File: config.mk
export PLATFORM = sky130hd
export DESIGN_NAME = lfsr_backpressure_gen
export DESIGN_NICKNAME = d
export VERILOG_FILES = /design/src/rtl/lfsr_backpressure_gen.sv
export SDC_FILE = /design/constraint.sdc
export NUM_CORES = 1
export LEC_CHECK = 0
export BUFFER_PORTS_ARGS = -buffer_cell sky130_fd_sc_hd__buf_2
export CORE_MARGIN = 8
export CORE_UTILIZATION = 48
export CTS_CLUSTER_SIZE = 14
export DETAILED_ROUTE_END_ITERATION = 10
export PLACE_DENSITY = 0.71
export SETUP_SLACK_MARGIN = 0.4
export SKIP_CTS_REPAIR_TIMING = 1
export SKIP_LAST_GASP = 1
export SLEW_MARGIN = 25
export SYNTH_ARGS = -nofsm -noshare
export SYNTH_HDL_FRONTEND = slang
export SYNTH_SLANG_ARGS = --single-unit
File: constraint.sdc
create_clock -name clk -period 1.9 [get_ports clk]
set_input_delay 0.095 -clock clk [delete_from_list [all_inputs] [get_ports clk]]
set_output_delay 0.095 -clock clk [all_outputs]
set_load 0.05 [all_outputs]
File: src/rtl/lfsr_backpressure_gen.sv
// Pseudo-random backpressure source: a 32-bit Galois LFSR whose low byte
// is compared against a throttle level to produce a registered ready.
module lfsr_backpressure_gen #(
    parameter logic [31:0] LFSR_SEED = 32'hACE1_1234
) (
    input  logic       clk,
    input  logic       rst,
    input  logic       enable,
    input  logic [7:0] ready_throttle,
    output logic       tready
);

    // Right-shift Galois form of x^32 + x^22 + x^2 + x + 1.
    localparam logic [31:0] LFSR_TAPS = 32'h8020_0003;

    logic [31:0] lfsr;
    logic [31:0] lfsr_next;

    assign lfsr_next = {1'b0, lfsr[31:1]} ^ (lfsr[0] ? LFSR_TAPS : 32'h0);

    // Advance the LFSR while enabled and register the next ready decision.
    // NOTE: non-blocking assignments keep every flop sampling pre-edge values.
    always_ff @(posedge clk) begin
        if (rst) begin
            lfsr   <= LFSR_SEED;
            tready <= 1'b0;
        end else if (enable) begin
            lfsr   <= lfsr_next;
            tready <= (ready_throttle == 8'd0) || (lfsr[7:0] >= ready_throttle);
        end else begin
            tready <= 1'b0;
        end
    end

endmodule

* After elaboration in Yosys (flattened, before gate mapping)
Cells that the tools add are included.
Word-level totals: flip-flop bits (word level) 33, latch bits 0, bits of input ports 11, memory bits (read-only) 0, memories kept 0, output and inout bits 1, RAM bits 0, word-level logic and storage cells 9
Operators by class: add/subtract/negate cells 0, mux-type cells 1, $lt $le $gt $ge 1, shift operators 0, div/mod/pow operators 0, reductions and logical operators 3, equality and inequality tests 0, $mul 0, bitwise logic cells 2
Operator list (number):
- $mux 32 | 1
- $xor 31x32->32 | 1
- $ge 8x8->1 | 1
- $logic_not 8->1 | 1
- $reduce_or 2->1 | 1
- $logic_or 1x1->1 | 1
- $not 1->1 | 1

* Longest topological paths before layout
depth in word-level cells 2, gate-level depth with buffers 6

* Worst setup path before layout
Ideal clock, no wire load.
path type register to register, start register lfsr[6], end register tready, path slack 0.655 ns, clock period less this slack 1.245 ns, stages on the path, launching flop included 6, setup time 0.125 ns, arrival time 1.120 ns, path through dfxtp_1 ha_1 a21oi_1 nand2_1 a221oi_1 a21oi_1
Between the ends: cells in the longest elaborated chain, start to end 2
RTL lines:
- start, declared | line 16 | logic [31:0] lfsr;
- start signal, assigned | line 28 | lfsr <= lfsr_next;
- $ge 8x8->1 | line 29 | tready <= (ready_throttle == 8'd0) || (lfsr[7:0] >= ready_throttle);
- $logic_or 1x1->1 | line 29
- end signal, assigned | line 29
- end, declared | line 10 | output logic tready
No other way between the ends. A chain may end at the register's enable or synchronous reset.

* Worst setup path in the final report
Same ends and word-level chain as after synthesis.

==> metrics <==
cell family with the largest share of critical-path delay=compound AO/OA/AOI/OAI gates; status=complete, no violations; Synth cell types=26; Max clock buf depth=2; relative slew slack=0.6294; post-synth top area share=0.4603; GRT Resource Usage Total=0.09777; Hold Crit Class=in2reg; Core Region=2953 um^2; final setup margin=0.5362 ns; Cells after Synth=141; end of the worst hold path=tready$_SDFF_PP0_; final hold slack=0.2143 ns; hold depth=3; HP Start=enable; Post-DP Area=1465 um^2; mapped cell area=1435 um^2; Fmax=733.2 MHz; final count of hold timing violations=0; met2 usage=0.1545; CP Capture Type=register; first-pass GRT wire length=3.919 mm; Clock Skew=0.007745 ns; # diodes=0; register bit total from synthesis=33; CP max-delay cell=dfxtp_1; routed wire length=2.152 mm; VDD IR max=0.0003660 V; Ys Warns=0; worst-path fanout max=3; most common cell after layout, fill and taps aside=dfxtp_1; residual DRC count=0; Worst EP arrival=1.56 ns; clock tree root buffer cell=clkbuf_4; R2R Path Start=lfsr[6]$_SDFFE_PP0P_; Routed WL per cell=11.70 um; register area share after synthesis=0.4603; Die Span X=70.68 um; Port-buffer cells=11; die area=4996 um^2; gr busiest metal=met2; cell mode on critical path=a21oi_1; total grt overflow=0; clock sinks=33; htree depth=2; num rows=20; Via-to-Cell Ratio=5.158; nets=171; total vias in the final route=949; commonest cells after routing, fill and taps aside=dfxtp_1, nor2_1, mux2i_1; Final Setup Violations=0; vias in the first global route=928; pre-CTS setup slack=0.5569 ns; Antenna Nets Post-Route=0; met1 Use GR=0.1031; critical setup path kind=reg2reg; Slew Limit Fails=0; initial antenna violation count=0; R2R setup slack=0.54 ns; met3 usage=0.05367; CTS tree=yes; initial cell density of the core=0.4860; fin crit share=0.7178; max_cap viols=0; largest net degree at the start of global routing=34; DR pass1 iterations=3; Leakage Power=0.0007044 uW; pwr dens=832.6 nW/um^2; HPWL Detailed=1.489 mm; setup TNS=0 ns; Worst setup SP type=register; WP buf/inv=0; RePlAce Congestion=0.8269; r2r endpoint=tready$_SDFF_PP0_; worst r2r path cells=5; fin crit period=1.364 ns; top post-synthesis cells by area=dfxtp_1, mux2i_1, a211o_1; Worst Path Required=2.10 ns; DIE HEIGHT=70.68 um; worst skew pair latency=0.31 ns; share of cells above drive strength 1=0.1391; design area=1508 um^2; clk slew on worst S/H paths=0.09 ns; slowest stage delay, CP=0.34 ns; syn_nets=160; post-synth top area cell=dfxtp_1; Mean Syn Cell Area=10.18 um^2; Layout area overhead=5.057%; Iter 0 DRT Violations=34; RSZ-0062 raised after global routing=no; CP cell instances=ha_1 -> a21oi_1 -> nand2_1 -> a221oi_1 -> a21oi_1; I/O pin cnt=12; Worst Max-Slew Pin Slew=0.5559 ns; number of CTS-inserted buffers=5
-- stage by stage --
stage / cells / util / total power (uW)
after floorplan: 141 / - / 917.7
after global placement: 178 / 0.4962 / 937.6
after detailed placement: 178 / 0.4962 / 945.4
after CTS: 184 / 0.5106 / 1285
after global routing: 184 / 0.5106 / 1335
final: 184 / 0.5106 / 1255
-- cell families after synthesis --
family | after synthesis | synth area share
AND/OR/NAND/NOR | 43 | 0.1447
flip-flops | 33 | 0.4603
AO/OA/AOI/OAI | 20 | 0.1107
buffers and inverters | 17 | 0.07758
multiplexers | 17 | 0.1186
adder cells (fa/ha/maj) | 8 | 0.06975
XOR/XNOR | 3 | 0.01831
-- worst max-delay path by stage --
stage | cells past startpoint | end | from
floorplan | 5 | tready$_SDFF_PP0_ | lfsr[6]$_SDFFE_PP0P_
global placement | 5 | tready$_SDFF_PP0_ | lfsr[6]$_SDFFE_PP0P_
detailed placement | 5 | tready$_SDFF_PP0_ | lfsr[6]$_SDFFE_PP0P_
CTS | 5 | tready$_SDFF_PP0_ | lfsr[6]$_SDFFE_PP0P_
global route | 6 | tready$_SDFF_PP0_ | lfsr[0]$_SDFFE_PP0P_
finish | 5 | tready$_SDFF_PP0_ | lfsr[6]$_SDFFE_PP0P_
-- cell type report --
type / count / area [um^2]
fill: 271 / 1445
clock buffer: 5 / 37.54
sequential: 33 / 660.6
multi-input combinational: 91 / 663.1
tap: 33 / 41.29
clock inverter: 1 / 5.005
inverter: 8 / 30.03
timing repair buffer: 13 / 70.07
-- flip-flops by register name (all words and copies together) (netlist names) --
name / flops
tready: 1
lfsr: 32
-- layer usage --
layer  part of all wire  up-vias
met5                  0        -
met4              0.019        0
met3              0.068        5
met2               0.43       17
met1               0.49      427
li1                   -      500
-- report_power, final --
part	internal [uW]	switching [uW]	leakage (uW)
sequential	738	27.6	0.000273
clock	128	198	0.0000269
combinational	81.7	81.8	0.000404
total	948	308	0.000704
-- cell usage after synthesis --
| master | count |
|---|---|
| a211o_1 | 12 |
| a211oi_2 | 1 |
| a21oi_1 | 4 |
| a221oi_1 | 1 |
| buf_12 | 1 |
| buf_2 | 3 |
| buf_6 | 2 |
| buf_8 | 1 |
| clkbuf_1 | 1 |
| clkbuf_2 | 1 |
| dfxtp_1 | 33 |
| ha_1 | 8 |
| inv_1 | 8 |
| mux2i_1 | 17 |
| nand2_1 | 2 |
| nand2b_1 | 1 |
| nand3_1 | 1 |
| nand4_1 | 1 |
| nor2_1 | 22 |
| nor2_2 | 1 |
| nor2b_1 | 12 |
| nor4_1 | 2 |
| o21ai_1 | 1 |
| o31ai_1 | 1 |
| or2_1 | 1 |
| xnor2_1 | 3 |
-- worst min-delay path, stage by stage --
cell      delay [ns]
buf_2           0.22
nand2b_1        0.12
a21oi_1         0.04
(Power assumes the default switching activity.)
